**config.mk**
```make
export PLATFORM = sky130hd
export DESIGN_NAME = sipo_deser
export DESIGN_NICKNAME = d
export VERILOG_FILES = /design/src/rtl/sipo_deser.sv
export SDC_FILE = /design/constraint.sdc
export NUM_CORES = 1
export LEC_CHECK = 0
export ABC_AREA = 1
export CELL_PAD_IN_SITES_DETAIL_PLACEMENT = 1
export CELL_PAD_IN_SITES_GLOBAL_PLACEMENT = 1
export CORE_MARGIN = 2
export CORE_UTILIZATION = 30
export DETAILED_ROUTE_END_ITERATION = 10
export HOLD_SLACK_MARGIN = 0.15
export PLACE_DENSITY_LB_ADDON = 0.1
export SYNTH_ARGS = -nofsm -noshare
export SYNTH_HDL_FRONTEND = slang
export SYNTH_SLANG_ARGS = --single-unit
```
**constraint.sdc**
```tcl
create_clock -name clk -period 1.1 [get_ports clk]
set_input_delay 0.33 -clock clk [delete_from_list [all_inputs] [get_ports clk]]
set_output_delay 0.33 -clock clk [all_outputs]
set_load 0.05 [all_outputs]
```
**src/rtl/sipo_deser.sv**
```systemverilog
// +----------------------------------------------------------------------------+
// | sipo_deser: serial-in / parallel-out deserializer with a holding register, |
// | ready/valid output handshake and a sticky overrun flag.  Rev 1.0           |
// +----------------------------------------------------------------------------+
`default_nettype none

module sipo_deser #(
  parameter int WIDTH     = 4,
  parameter bit MSB_FIRST = 1'b1
) (
  input  logic             clk,
  input  logic             rst,
  input  logic             sin,
  input  logic             sin_valid,
  output logic [WIDTH-1:0] pout,
  output logic             pout_valid,
  input  logic             pout_ready,
  output logic [4:0]       bit_cnt,
  output logic             overrun,
  input  logic             ovr_clr
);

  localparam logic [4:0] LAST_BIT = 5'(WIDTH - 1);

  logic [WIDTH-1:0] shift_reg;
  logic [WIDTH-1:0] shift_next;
  logic             word_done;
  logic             hold_free;
  logic             handshake;

  // Bit order only changes the shift direction; everything downstream is shared.
  generate
    if (MSB_FIRST) begin : g_msb_first
      assign shift_next = {shift_reg[WIDTH-2:0], sin};
    end else begin : g_lsb_first
      assign shift_next = {sin, shift_reg[WIDTH-1:1]};
    end
  endgenerate

  assign word_done = sin_valid && (bit_cnt == LAST_BIT);
  assign handshake = pout_valid && pout_ready;
  assign hold_free = !pout_valid || pout_ready;

  always_ff @(posedge clk or posedge rst) begin
    if (rst) begin
      shift_reg <= '0;
      bit_cnt   <= '0;
    end else if (sin_valid) begin
      shift_reg <= shift_next;
      bit_cnt   <= word_done ? 5'd0 : bit_cnt + 5'd1;
    end
  end

  // The completing bit is taken from shift_next so the word is visible right after its last edge.
  always_ff @(posedge clk or posedge rst) begin
    if (rst) begin
      pout       <= '0;
      pout_valid <= 1'b0;
    end else if (word_done && hold_free) begin
      pout       <= shift_next;
      pout_valid <= 1'b1;
    end else if (handshake) begin
      pout_valid <= 1'b0;
    end
  end

  always_ff @(posedge clk or posedge rst) begin
    if (rst) begin
      overrun <= 1'b0;
    end else if (word_done && !hold_free) begin
      overrun <= 1'b1;
    end else if (ovr_clr) begin
      overrun <= 1'b0;
    end
  end

endmodule

`default_nettype wire
```
-- Word level (Yosys, flattened, before mapping)
Index checks and enable logic that the tools add are counted.
- logic and storage cells: 21
- input port bits: 6
- memory bits (writable): 0
- flip-flop bits (word level): 14
- memory bits (read-only): 0
- memories kept: 0
- output and inout port bits: 11
- bits in latches: 0
- shift-type cells: 0
- equality and inequality tests: 1
- reductions and logical operators: 9
- divide/modulo/power cells: 0
- muxes and demuxes: 5
- order comparisons: 0
- bitwise logic cells: 0
- $mul: 0
- add/sub/neg operators: 1
- operators by type and width (cell ; number):
    adder 5 x 1 -> 5 bit, second input constant ; 1
    == test 5 x 2 -> 1 bit, second input constant ; 1
    2-to-1 mux 5 bit ; 1
    logical AND 1 bit ; 4
    2-to-1 mux 1 bit ; 4
    nonzero test 2 bit ; 2
    logical NOT 1 bit ; 2
    logical OR 1 bit ; 1

-- Longest topological paths before layout
Gate-level depths: netlist of run 1.
- depth after elaboration: 5
- depth in mapped cells: 6
- mapped depth without buffers: 6

-- Worst setup path before layout of run 1
Ideal clock, no wire load.
- path kind: register to register
- from: reg bit_cnt[0]
- to: reg pout[0]
- slack: -0.359 ns
- data arrival time: 1.340 ns
- stages on the path, launching flop included: 7
- buffers on the path: 0
- setup time: 0.119 ns
- data required time: 0.981 ns
- clock period less this slack: 1.459 ns
- cell sequence: dfrtp_1 ha_1 nand2_4 nor2_8 nand3_2 nand2_1 nand2_1
- cells in the longest elaborated chain, start to end: 3
- ends and longest elaborated chain (item ; line ; source):
    start, declared ; 18 ; output logic [4:0] bit_cnt,
    start signal, assigned ; 50 ; bit_cnt <= word_done ? 5'd0 : bit_cnt + 5'd1;
    == test 5 x 2 -> 1 bit ; 40 ; assign word_done = sin_valid && (bit_cnt == LAST_BIT);
    logical AND 1 bit ; 40 ;
    logical AND 1 bit ; 59 ; end else if (word_done && hold_free) begin
    end signal, assigned ; 60 ; pout <= shift_next;
    end, declared ; 15 ; output logic [WIDTH-1:0] pout,
Every way passes these cells.
A chain may end at the register's enable or synchronous reset.

-- Final worst setup path of run 1
- from: reg bit_cnt[0]
- to: out bit_cnt[0]
No word-level cell between the ends.

==> results.md, run 1 <==
- Final period util: 1.20
- Synth cell types: 19
- Die span in x: 50.0 um
- Worst-case clock buffer depth: 2
- Post-route DRC: 0
- Routed Antenna Nets: 0
- Most frequent cells in the layout: 22 x nand2_1, 13 x buf_12, 11 x buf_4
- GRT Total Usage: 0.172
- Core ar.: 0.00198 mm2
- H-tree depth: 1
- Placed cells: 117
- Slew @ Worst Pin: 286 ps
- CTS root buf: clkbuf_4
- Setup violations, final: 22
- Fin cells: 132
- Hold Slack: 329 ps
- WL final: approximately 1900 um
- Top-Level Pins: 17
- Synth area leader: dfrtp_1
- Critical Path Sink Type: output port
- Ranking of synthesized cells by area: dfrtp_1 55%, nand2_1 15%, inv_1 4.1%, nand4_1 3.9%, nor2_8 3.2%
- Routability congestion estimate: 0.787
- Vias per inst: 4.66
- Final Util: 0.611
- F_max: 758 MHz
- Post-synthesis sequential area ratio: 0.552
- P_leak: about 0.61 nW
- Worst-path clk slew: around 100 ps
- Outcome: finished with violations
- Final min period: 1320 ps
- Initial Util: 0.320
- Post-Synthesis Net Count: 76
- Layout cell share with drive strength beyond 1: 0.514
- Die Y: 50.0 um
- Clk_lat worst skew: 300 ps
- Clock sinks: 14
- HPWL after DPL: 1120 um
- MaxCap Viol Count: 0
- Max Clock Skew: 11.3 ps
- Critical Path RT: 770 ps
- Vias in the first global route: 662
- Largest net degree at the start of global routing: 15
- Final Hold Viols: 0
- Gr ovfl total: 0
- Post-route worst setup slack: -219 ps
- WS Path Type: reg2out
- WL/cell: 14.2 um
- Synth Register Bits: 14
- Maximum vdd drop: 0.00164 V
- Final #Nets: 113
- Top cell type's share of synthesized area: 0.552
- Slew Viols, Final: 0
- Via count: 615
- Number of flip-flops in the largest register: 5
- Drt pass-1 iters: 2
- Crit-path max FO: 2
- Failing checks: setup timing
- # rows: 16
- Most common cell after layout, fill and taps aside: nand2_1
- First-pass GRT wire length: slightly above 3000 um
- Pwr dens: 2720 mW/mm2
- Num CTS Buffers: 3
- Mapped Cells: 69
- RSZ-0062 raised after global routing: yes
- Die Area: 0.00250 mm2
- Initial antenna violation count: 0
- Slew headroom: 0.809
- DR iter-0 viols: 5
- Mapped Area: 634 um2
- Crit path arrival time: 990 ps
- Post-synthesis area per instance: approximately 9 um2
- IO Port Bufs: 16
- CTS tree: yes
- CP startpoint kind: flip-flop
- Layout area overhead: 90.9%
- Antenna diodes: 0
- Warnings, synthesis: 0
- Worst hold path type: in2async
## report_power, final
group          internal [mW]  total, mW  switching [mW]
Sequential             0.683      0.847           0.164
Clock                  0.202      0.394           0.192
Combinational           1.01       2.06            1.05
Total                   1.89       3.30            1.41
## synthesized netlist by cell type
cell type	n
nor2_1	1
ha_1	1
nand3b_1	1
inv_2	1
inv_1	7
buf_4	1
nand2_1	25
o21ai_0	3
xor2_1	1
dfrtp_1	14
a21oi_1	1
o21ai_1	1
nand2_4	1
nand2_2	1
nand3_1	2
nor2_2	2
nor2_8	1
nand3_2	1
nand4_1	4
## per-layer routing
metal	global-route usage	up-vias	wire length, um
met4	0.0833	0	47
met2	0.309	11	1010
met5	0	-	0
li1	-	291	-
met3	0.0212	5	61
met1	0.197	308	753
## worst max-delay path: stages, from the launching register on
cell	delay, ps
dfrtp_2	430
buf_6	130
buf_12	140
## stage by stage
stage	instance area [um2]	TNS [ps]	power [mW]	setup WS [ps]
floorplan	656	-951	1.65	-133
global placement	1010	-4040	2.49	-335
detailed placement	1010	-4160	2.50	-365
CTS	1140	-1940	3.15	-205
global route	1210	-3290	3.49	-238
finish	1210	-2290	3.30	-219
## cell type report
type	instances	area, um2
well taps	27	33.8
inverters	8	30.0
repair buffers	33	437
fillers	213	771
multi-input cells	46	318
flip-flops and latches	14	357
clock buffers	4	36.3
## path summary, 6_finish.rpt
| kind | start | endpoint | slack, ps | cells after the start |
|---|---|---|---|---|
| max reg2reg | bit_cnt[1]$_DFFE_PP0P_ | pout[0]$_DFFE_PP0P_ | -150 | 7 |
| min | rst | pout[3]$_DFFE_PP0P_ | 330 | 3 |
| min in group clk | shift_reg[2]$_DFFE_PP0P_ | shift_reg[2]$_DFFE_PP0P_ | 520 | 2 |
| min reg2reg | shift_reg[2]$_DFFE_PP0P_ | shift_reg[2]$_DFFE_PP0P_ | 520 | 2 |
| max | bit_cnt[0]$_DFFE_PP0P_ | bit_cnt[0] | -220 | 2 |
| max in group asynchronous | rst | bit_cnt[4]$_DFFE_PP0P_ | 630 | 3 |
## logic make-up (layout without fill, tap and decap cells)
kind of cell / Yosys count / count (layout) / synth area share
AND/OR/NAND/NOR: 39 / 39 / 0.316
flip-flops: 14 / 14 / 0.552
buffers and inverters: 9 / 45 / 0.0592
AO/OA/AOI/OAI: 5 / 5 / 0.0394
adder cells (fa/ha/maj): 1 / 1 / 0.0197
XOR/XNOR: 1 / 1 / 0.0138
## timing repair
item | in CTS | in global routing
pin swaps | 0 | 1
hold buffers | 0 | 0
endpoints found under the setup margin | 19 | 21
buffers inserted | 8 | 3
resized for setup | 10 | 11
Note: power is estimated with default switching activity, not from simulation.
==> run 2, diff against run 1 <==
HOLD_SLACK_MARGIN = 0.02   (was 0.15)
==> results of run 2 <==
No change in the layout: final DEF, timing and power equal those of run 1.
